<file path="config.mk">
export PLATFORM = sky130hd
export DESIGN_NAME = cdb_arbiter_flat
export DESIGN_NICKNAME = d
export VERILOG_FILES = /design/src/rtl/cdb_arbiter_if.sv /design/src/rtl/cdb_arbiter.sv /design/src/flat_wrapper.sv
export SDC_FILE = /design/constraint.sdc
export NUM_CORES = 1
export LEC_CHECK = 0
export ABC_AREA = 1
export BUFFER_PORTS_ARGS = -buffer_cell sky130_fd_sc_hd__clkbuf_2
export CAP_MARGIN = 40
export CORE_MARGIN = 1.5
export CORE_UTILIZATION = 48
export DETAILED_ROUTE_END_ITERATION = 10
export PLACE_DENSITY = 0.89
export SETUP_SLACK_MARGIN = 0.5
export SYNTH_ARGS = -nofsm -noshare
export SYNTH_HDL_FRONTEND = slang
export SYNTH_SLANG_ARGS = --single-unit
</file>
<file path="constraint.sdc">
create_clock -name clk -period 4.96 [get_ports clk]
set_input_delay 0.744 -clock clk [delete_from_list [all_inputs] [get_ports clk]]
set_output_delay 0.744 -clock clk [all_outputs]
set_load 0.03 [all_outputs]
</file>
<file path="src/rtl/cdb_arbiter_if.sv">
// Result-bus interface between the functional units and cdb_arbiter.
// master = arbiter side, slave = producer/consumer side.
interface cdb_arbiter_if #(
  parameter int unsigned N_UNITS = 4,
  parameter int unsigned CDB_W   = 38
);
  localparam int unsigned PTR_W = $clog2(N_UNITS);

  logic [N_UNITS*CDB_W-1:0] i_cdb;
  logic [N_UNITS-1:0]       i_valid;
  logic [N_UNITS-1:0]       i_ready;
  logic [CDB_W-1:0]         cdb;
  logic                     cdb_valid;
  logic [PTR_W-1:0]         grant_ptr;

  modport master (
    input  i_cdb, i_valid,
    output i_ready, cdb, cdb_valid, grant_ptr
  );

  modport slave (
    output i_cdb, i_valid,
    input  i_ready, cdb, cdb_valid, grant_ptr
  );
endinterface

</file>
<file path="src/rtl/cdb_arbiter.sv">
// Round-robin arbiter driving the registered common data bus.
// Define CDB_ARB_FIXED_PRIO_EN for fixed priority (lowest index wins, grant_ptr tied to 0).
module cdb_arbiter #(
  parameter int unsigned N_UNITS = 4,
  parameter int unsigned CDB_W   = 38
) (
  input logic           clk,
  input logic           nrst,
  input logic           clear,
  cdb_arbiter_if.master bus
);
  localparam int unsigned PTR_W = $clog2(N_UNITS);

  logic             flush;
  logic             found;
  logic [PTR_W-1:0] start;
  logic [PTR_W-1:0] gnt_idx;
  logic [CDB_W-1:0] sel_cdb;
  logic [N_UNITS-1:0] ready;
  int unsigned      k;

  assign flush = ~nrst | clear;

`ifdef CDB_ARB_FIXED_PRIO_EN
  always_comb start = '0;
`else
  logic [PTR_W-1:0] ptr;
  logic [PTR_W-1:0] ptr_next;

  always_comb start = ptr;
  // Explicit wrap keeps non-power-of-two unit counts correct.
  always_comb ptr_next = (gnt_idx == PTR_W'(N_UNITS - 1)) ? '0 : gnt_idx + 1'b1;
`endif

  always_comb begin
    found   = 1'b0;
    gnt_idx = '0;
    k       = 0;
    for (int unsigned i = 0; i < N_UNITS; i++) begin
      k = (32'(start) + i) % N_UNITS;
      if (!found && bus.i_valid[PTR_W'(k)]) begin
        found   = 1'b1;
        gnt_idx = PTR_W'(k);
      end
    end
  end

  always_comb begin
    sel_cdb = '0;
    ready   = '0;
    for (int unsigned i = 0; i < N_UNITS; i++) begin
      if (gnt_idx == PTR_W'(i)) sel_cdb = bus.i_cdb[i*CDB_W +: CDB_W];
      ready[i] = found && !flush && (gnt_idx == PTR_W'(i));
    end
  end

  assign bus.i_ready = ready;

`ifdef CDB_ARB_FIXED_PRIO_EN
  assign bus.grant_ptr = '0;
`else
  assign bus.grant_ptr = ptr;
`endif

  always_ff @(posedge clk) begin
    if (flush) begin
      bus.cdb       <= '0;
      bus.cdb_valid <= 1'b0;
`ifndef CDB_ARB_FIXED_PRIO_EN
      ptr           <= '0;
`endif
    end else if (found) begin
      bus.cdb       <= sel_cdb;
      bus.cdb_valid <= 1'b1;
`ifndef CDB_ARB_FIXED_PRIO_EN
      ptr           <= ptr_next;
`endif
    end else begin
      bus.cdb_valid <= 1'b0;
    end
  end
endmodule

</file>
<file path="src/flat_wrapper.sv">
// flat-port wrapper written by rule: the top's interface ports become plain ports
module cdb_arbiter_flat 
#(
  parameter int unsigned N_UNITS = 4,
  parameter int unsigned CDB_W   = 38
)
  (clk, nrst, clear, bus_i_cdb, bus_i_valid, bus_i_ready, bus_cdb, bus_cdb_valid, bus_grant_ptr);
  cdb_arbiter_if #(.N_UNITS(N_UNITS), .CDB_W(CDB_W)) bus_i ();
  input logic clk;
  input logic nrst;
  input logic clear;
  input wire logic [$bits(bus_i.i_cdb)-1:0] bus_i_cdb;
  input wire logic [$bits(bus_i.i_valid)-1:0] bus_i_valid;
  output wire logic [$bits(bus_i.i_ready)-1:0] bus_i_ready;
  output wire logic [$bits(bus_i.cdb)-1:0] bus_cdb;
  output wire logic [$bits(bus_i.cdb_valid)-1:0] bus_cdb_valid;
  output wire logic [$bits(bus_i.grant_ptr)-1:0] bus_grant_ptr;
  assign bus_i.i_cdb = bus_i_cdb;
  assign bus_i.i_valid = bus_i_valid;
  assign bus_i_ready = bus_i.i_ready;
  assign bus_cdb = bus_i.cdb;
  assign bus_cdb_valid = bus_i.cdb_valid;
  assign bus_grant_ptr = bus_i.grant_ptr;
  cdb_arbiter #(.N_UNITS(N_UNITS), .CDB_W(CDB_W)) u_core (.clk(clk), .nrst(nrst), .clear(clear), .bus(bus_i));
endmodule
</file>
# Word level (Yosys, flattened, before mapping)
# Index checks and enable logic that the tools add are counted.
totals:
  register_bits: 41
  input_bits: 159
  output_inout_bits: 45
op_classes:
  add_sub_neg: 4
  order_cmp: 4
  eq_ne: 3
  mux: 22
  bitwise: 2
  n_reduce_logical: 13
ops:
  columns: ["op", "n"]
  rows:
  - ["$mux 38", 4]
  - ["$lt 2x3->1 const B", 4]
  - ["$mux 2", 5]
  - ["$mux 1", 9]
  - ["$bmux 1 s2", 4]
  - ["$logic_and 1x1->1", 8]
  - ["$add 2x1->2 const B", 2]
  - ["$add 2x2->2 const B", 2]
  - ["$eq 2x2->1 const B", 2]
  - ["$logic_not 1->1", 4]
  - ["$eq 2x1->1 const B", 1]
  - ["$logic_not 2->1", 1]
  - ["$not 1->1", 1]
  - ["$or 1x1->1", 1]

# Depth between registers and ports, before layout
# Gate-level depths: netlist of run 1.
depth:
  word_depth: 17
  depth_mapped: 25
  mapped_depth_nobuf: 22

# Least setup slack after synthesis of run 1
# No wires, ideal clock.
synth_path:
  kind: "register to output"
  startpoint: "register u_core.ptr[0], in the netlist u_core.bus.grant_ptr[0]"
  endpoint: "output bus_i_ready[1]"
  arrival_ns: 2.725
  t_required_ns: 4.216
  setup_slack_ns: 1.491
  path_stages_with_launch: 16
  n_path_buf: 4
  path_cell_list: "dfxtp_1 buf_4 inv_4 nand2_1 nand2_2 nand2_1 o21ai_4 nand3_4 buf_2 nand2_1 inv_1 ha_1 buf_2 clkbuf_1 inv_1 nor2_1"
synth_between:
  elab_chain_len: 14
  word_cells_on_any_way: 28
  classes_between: "3 x add/sub; 1 x eq/ne; 16 x mux; 8 x reduce/logical"
synth_lines:
  columns: ["element", "line_no", "source"]
  rows:
  - ["from (decl)", "cdb_arbiter.sv:27", "logic [PTR_W-1:0] ptr;"]
  - ["from (signal assigned)", "cdb_arbiter.sv:76", "ptr <= ptr_next;"]
  - ["parallel branches: the longest is 13 deep, another holds $add 2x1->2", null, null]
  - ["$logic_and 1x1->1 (*)", "cdb_arbiter.sv:53", "ready[i] = found && !flush && (gnt_idx == PTR_W'(i));"]
  - ["to (decl)", "flat_wrapper.sv:14", "output wire logic [$bits(bus_i.i_ready)-1:0] bus_i_ready;"]
# Every way passes the cells marked *. The select of a mux whose other input is x is not followed.

# Final worst setup path of run 1
layout_path:
  startpoint: "register u_core.ptr[0], in the netlist u_core.bus.grant_ptr[0]"
  endpoint: "output bus_i_ready[2]"
layout_between:
  elab_chain_len: 14
  word_cells_on_any_way: 28
  classes_between: "3 x add/sub; 1 x eq/ne; 16 x mux; 8 x reduce/logical"
layout_lines:
  columns: ["element", "line_no"]
  rows:
  - ["parallel branches: the longest is 13 deep, another holds $add 2x1->2", null]
  - ["$logic_and 1x1->1 (*)", "cdb_arbiter.sv:53"]
# Marks and branches as above.

==> summary.md, run 1 <==
| Metric | Value |
|---|---|
| Status | `finished clean` |
| CP Depth | `15` |
| FF+latch count, synth | `41` |
| Global Route Usage Sum | `25.7%` |
| Post-Synth XOR/XNOR Area | `0%` |
| Layout fillers | `647` |
| Syn_nets | `778` |
| Max-slew violation count | `0` |
| Longest Clk Path Bufs | `2` |
| Number of global-route vias before repair | `3661` |
| Synth Flop Type | `dfxtp_1` |
| First-pass GRT wire length | `15.6 mm` |
| Syn Area/Cell | `5.45 sq um` |
| DR pass1 iterations | `5` |
| Worst setup path end | `bus_i_ready[2]` |
| YS warnings | `0` |
| DR WL/cell | `11.4 microns` |
| Hold-fix buffers, CTS | `0` |
| CTS Buf Count | `5` |
| Sequential area share after synthesis | `24.5%` |
| Top-area cell type share of the netlist area | `29.2%` |
| H-tree levels | `2` |
| Fin util | `65.9%` |
| Clk Latency, worst-skew pair | `0.28 ns` |
| WP buf/inv | `5` |
| Adder-cell share of the synthesized area | `1.49%` |
| IO Count | `204` |
| # Max-Cap Violations | `0` |
| DRC viols | `0` |
| DIE HEIGHT | `86.6 microns` |
| Initial DRC count | `190` |
| Proportion of synthesized area in mux cells | `0%` |
| Port bufs | `203` |
| Largest net degree at the start of global routing | `63` |
| Most used cell, CP | `nand2_1` |
| Crit Path Category | `register to primary output` |
| Clock Sinks | `41` |
| Worst-Margin Slew | `0.707 ns` |
| Fin nets | `956` |
| Final Critical Period | `3.93 ns` |
| Netlist cell types | `22` |
| CP startpoint | `u_core.bus.grant_ptr[0]` |
| Power Total | `4220 uW` |
| Layout area overhead | `33.0%` |
| Slowest CP cell | `dfxtp_1` |
| CTS resizes | `0` |
| RR Startpoint | `u_core.bus.grant_ptr[0]` |
| Nature of the critical path endpoint | `primary output` |
| Vias | `4207` |
| Final setup TNS | `0 ns` |
| Max VDD drop | `0.461 mV` |
| Final period util | `79.2%` |
| Worst Path Required | `4.22 ns` |
| Clk_skew | `0.00605 ns` |
| CTS tree | `yes` |
| HP Class | `register to register` |
| Total grt overflow | `0` |
| Pwr per Cell Area | `948 nW/um^2` |
| CP top delay family | `simple AND/OR/NAND/NOR gates` |
| Worst R2R End | `u_core.bus.cdb[17]` |
| Flop2flop setup slack | `1.32 ns` |
| EDFF count, synth | `0` |
| Compound-Gate Fraction of Synth Area | `12.1%` |
| Lkg Pwr | `0.00276 uW` |
| DP Wirelength | `7.56 mm` |
| Clock tree root driver cell | `clkbuf_8` |
| Via/cell ratio | `4.81` |
| Fin. Hold Viols | `0` |
| Post-synth top area cell | `nand2_1` |
| Final WL | `9.96 mm` |
| Synth top area cells | `nand2_1 (29%), dfxtp_1 (24%), nor2_1 (7.7%)` |
| Hold Path Depth | `2` |
| Slew HR | `52.9%` |
| Die area | `7490 sq um` |
| Remaining antenna violation count | `0` |
| Die Wd | `86.6 microns` |
| Largest stage delay on the critical path | `0.55 ns` |
| Max FO, Critical Path | `27` |
| Worst Reg-to-Reg Cells | `20` |
| Combinational family with the most area after synthesis | `simple AND/OR/NAND/NOR gates` |
| Synthesized cell area | `3350 sq um` |
| Post-CTS setup buffer count | `0` |
| Clock Pin Slew Worst Setup and Hold Paths | `0.08 ns` |
| Inserted Diodes | `0` |
| Startpoint Class | `register` |
| CP Cell Sequence | `inv_4 > nand2_1 > nand2_1 > nand2_1 > nand2_1 > nor2_4 > nand3_1 > nand3_1 > nand2_1 > inv_1 > ha_1 > inv_1 > buf_16 > nor2_1 > clkbuf_2` |
| Final GP Congestion | `0.948` |
| Simple-gate share of the synthesized area | `49.7%` |
| FF+latch area | `821 sq um` |
| Setup-failing EPs final | `0` |
| Fmax | `0.254 GHz` |
| Initial Utilization | `49.6%` |
| Initial antenna violation count | `0` |
| Share of cells above drive strength 1 | `34.6%` |
| Core area | `6760 sq um` |
| Crit path DAT | `3.19 ns` |
| Unrepaired setup endpoints after global routing | `no` |
| FFs w/ async S/R, synth | `0%` |
| Site Rows | `30` |
| Post-Syn Instances | `615` |
| Area of the multi-input gates | `2130 sq um` |
==> how the worst min path moves through the flow <==
stage,start,end,slack [ns]
5_1_grt,u_core.bus.cdb[21],u_core.bus.cdb[21],0.51
6_report,u_core.bus.cdb[32],u_core.bus.cdb[32],0.49
3_5_place_dp,u_core.bus.cdb[11],u_core.bus.cdb[11],0.47
3_3_place_gp,u_core.bus.cdb[9],u_core.bus.cdb[9],0.46
2_1_floorplan,u_core.bus.cdb[16],u_core.bus.cdb[16],0.61
4_1_cts,u_core.bus.cdb[36],u_core.bus.cdb[36],0.49
==> worst min-delay path, stage by stage, from the launching register on <==
cell,delay (ns)
dfxtp_1,0.31
nor2_1,0.09
nor2_1,0.05
==> where the power goes <==
group | switching [uW] | total [uW] | internal, uW
registers | 98.0 | 600 | 502
clock network | 105 | 205 | 100
logic | 2260 | 3420 | 1160
total | 2470 | 4220 | 1760
==> layer usage <==
| metal | global-route usage, % | up-vias | wire, microns |
|---|---|---|---|
| met5 | 0 | - | 0 |
| met4 | 7.62 | 0 | 160 |
| met3 | 4.10 | 16 | 655 |
| met2 | 47.9 | 179 | 5070 |
| met1 | 30.1 | 1774 | 4080 |
| li1 | - | 2238 | - |
==> cell families after synthesis <==
logic type,after synthesis
buffers and inverters,94
adders and majority gates,4
DFF,41
and+or+nand+nor,397
AOI/OAI and AO/OA,79
==> flip-flops by register name, summed over array words and instances, names as in the netlist <==
| signal | count |
|---|---|
| u_core.bus.cdb | 38 |
| u_core.bus.cdb_valid | 1 |
| u_core.bus.grant_ptr | 2 |
==> stage by stage <==
step                      setup slack [ns]  instances  hold slack, ns  area (sq um)
final                                 1.03        874           0.487          4460
after detailed placement              1.18        866           0.474          4380
after floorplan                       1.49        615           0.606          3350
after global placement                1.02        864           0.463          4320
after CTS                             1.06        874           0.489          4460
after global routing                 0.809        874           0.509          4460
==> cells in the mapped netlist, types with 2 or more instances <==
library cell and n:
o21ai_0 40, nand4_1 18, buf_1 2, buf_4 2, nor2_1 69, inv_2 11, or2_2 38, a21oi_1 38
nand3_1 6, nand2_1 261, inv_1 42, ha_1 4, nand2_2 2, buf_6 4, dfxtp_1 41, clkbuf_1 21
buf_2 11
==> placed cells by master (no fill, tap or decap) <==
| cell type | n |
|---|---|
| nand4_1 | 18 |
| o21ai_0 | 40 |
| buf_16 | 2 |
| dfxtp_1 | 41 |
| inv_4 | 1 |
| nand2_2 | 2 |
| nand2_1 | 261 |
| inv_1 | 41 |
| ha_1 | 4 |
| clkbuf_8 | 5 |
| nor2_2 | 2 |
| nand3_1 | 6 |
| or2_2 | 38 |
| clkbuf_1 | 3 |
| clkbuf_2 | 203 |
| inv_2 | 12 |
| a21oi_1 | 38 |
| buf_4 | 6 |
| o21ai_4 | 1 |
| nand3_4 | 1 |
| nor2_1 | 67 |
| nor2_4 | 2 |
==> area by class of cell <==
class | count | area share, %
Multi-Input combinational cell | 480 | 47.9
Inverter | 54 | 4.61
Sequential cell | 41 | 18.4
Tap cell | 80 | 2.25
Clock buffer | 8 | 1.80
Timing Repair Buffer | 211 | 25.0
(Power assumes the default switching activity.)
==> run 2, diff against run 1 <==
Settings changed: CORE_UTILIZATION 48 to 44, PLACE_DENSITY 0.89 to 0.83.
Clock period 4.96 ns to 3.9 ns, I/O delays scaled along.
==> summary.md, run 2 (synthesis results as in run 1) <==
| Metric | Value |
|---|---|
| Clock Sinks | `41` |
| Clock Pin Slew Worst Setup and Hold Paths | `0.08 ns` |
| Crit path DAT | `2.64 ns` |
| Slowest CP cell | `dfxtp_1` |
| Max-slew violation count | `0` |
| Final WL | `10.8 mm` |
| CTS tree | `yes` |
| First-pass GRT wire length | `17.8 mm` |
| Slew HR | `64.0%` |
| Core area | `7290 sq um` |
| Fmax | `0.310 GHz` |
| Remaining antenna violation count | `0` |
| Number of global-route vias before repair | `4082` |
| Site Rows | `31` |
| Worst Path Required | `3.31 ns` |
| Vias | `4302` |
| Longest Clk Path Bufs | `2` |
| Fin nets | `965` |
| Nature of the critical path endpoint | `primary output` |
| Clk_skew | `0.00314 ns` |
| DP Wirelength | `7.93 mm` |
| Final period util | `82.6%` |
| Setup-failing EPs final | `0` |
| Unrepaired setup endpoints after global routing | `yes` |
| Initial antenna violation count | `0` |
| Layout area overhead | `35.4%` |
| HP Class | `register to register` |
| DR WL/cell | `12.0 microns` |
| Initial DRC count | `164` |
| Final Critical Period | `3.22 ns` |
| Die area | `8150 sq um` |
| CP Cell Sequence | `inv_2 > nand2_1 > nand2_1 > nand2_1 > nand2_1 > nor2_4 > buf_4 > nand3_4 > nand2_1 > ha_1 > clkinvlp_4 > nor2_1 > clkbuf_2` |
| Inserted Diodes | `0` |
| H-tree levels | `2` |
| Port bufs | `203` |
| # Max-Cap Violations | `0` |
| Most common cell after layout, fill and taps aside | `nand2_1` |
| Most frequent cells in the layout | `nand2_1 (261), clkbuf_2 (203), nor2_1 (67)` |
| Top reg by flops | `u_core.bus.cdb` |
| Largest stage delay on the critical path | `0.46 ns` |
| DRC viols | `0` |
| Max reg flops | `38` |
| Largest net degree at the start of global routing | `63` |
| Via/cell ratio | `4.77` |
| Startpoint Class | `register` |
| Global Route Usage Sum | `26.1%` |
| Total grt overflow | `0` |
| DR pass1 iterations | `5` |
| Die Wd | `90.3 microns` |
| Initial Utilization | `46.0%` |
| Most used cell, CP | `nand2_1` |
| Fin. Hold Viols | `0` |
| Worst-Margin Slew | `0.538 ns` |
| CTS Buf Count | `5` |
| Status | `finished clean` |
| Clock tree root driver cell | `clkbuf_8` |
| DIE HEIGHT | `90.3 microns` |
| IO Count | `204` |
| Share of cells above drive strength 1 | `36.1%` |
| Hold-fix buffers, CTS | `0` |
| Final GP Congestion | `0.950` |
| Clk Latency, worst-skew pair | `0.28 ns` |
| Final setup TNS | `0 ns` |
| Max FO, Critical Path | `6` |
| Crit Path Category | `register to primary output` |
==> run 2: changes by cell type in the layout (fill, tap and decap cells not counted), moves of 2 or more <==
cell,before,now
buf_16,2,0
clkbuf_8,5,7
buf_4,6,14
clkbuf_1,3,0
==> run 2: worst max-delay path: cells and delay by family, from the launching register on <==
family / cells / cell delay [ns]
fa+ha+maj: 1 / 0.30
simple gates: 8 / 0.94
buf+inv: 4 / 0.67
flops: 1 / 0.46
==> run 2: final cells by class <==
cell class                 instances  area [sq um]
sequential                        41           822
clock buffer                       7          96.3
tap                               99           124
timing repair buffer             218          1130
multi-input combinational        481          2140
timing repair inverter             1          5.00
fill                             732          2760
inverter                          54           209
clock inverter                     1          5.00
==> run 2: layer usage <==
| layer | GRT usage (%) | part of all wire [%] | vias to the layer above | wire [microns] |
|---|---|---|---|---|
| met4 | 6.35 | 1.1 | 0 | 118 |
| met5 | 0 | 0 | - | 0 |
| met2 | 48.0 | 49 | 171 | 5340 |
| li1 | - | - | 2256 | - |
| met3 | 3.28 | 6.5 | 10 | 706 |
| met1 | 31.9 | 43 | 1865 | 4640 |
==> run 2: path summary, 6_finish.rpt <==
check,from,to,slack (ns),depth (start not counted)
worst max register to register,u_core.bus.grant_ptr[1],u_core.bus.cdb[5],0.96,19
worst max-delay path,u_core.bus.grant_ptr[1],bus_i_ready[2],0.68,13
worst min register to register,u_core.bus.cdb[26],u_core.bus.cdb[26],0.48,2
worst min-delay path,u_core.bus.cdb[26],u_core.bus.cdb[26],0.48,2
==> run 2: what timing repair did <==
item / in CTS / in global routing
resized for setup: 2 / 2
setup buffers: 2 / 2
pin swaps: 1 / 0
endpoints found under the setup margin: 2 / 4
gates cloned: 2 / 0
==> run 2: metrics by stage <==
stage | cell area (sq um) | std cells | setup WS [ns] | util (%) | hold WS, ns
6_report | 4540 | 902 | 0.678 | 62.2 | 0.483
5_1_grt | 4540 | 902 | 0.433 | 62.2 | 0.512
4_1_cts | 4510 | 900 | 0.550 | 61.9 | 0.490
3_5_place_dp | 4380 | 888 | 0.559 | 60.1 | 0.472
3_3_place_gp | 4380 | 888 | 0.640 | 60.1 | 0.463
2_1_floorplan | 3350 | 615 | 0.590 | - | 0.606
Power of run 2 is left out: the tool's default activity adds up to more than one toggle a clock period on the data nets, which glitch-free logic cannot reach.
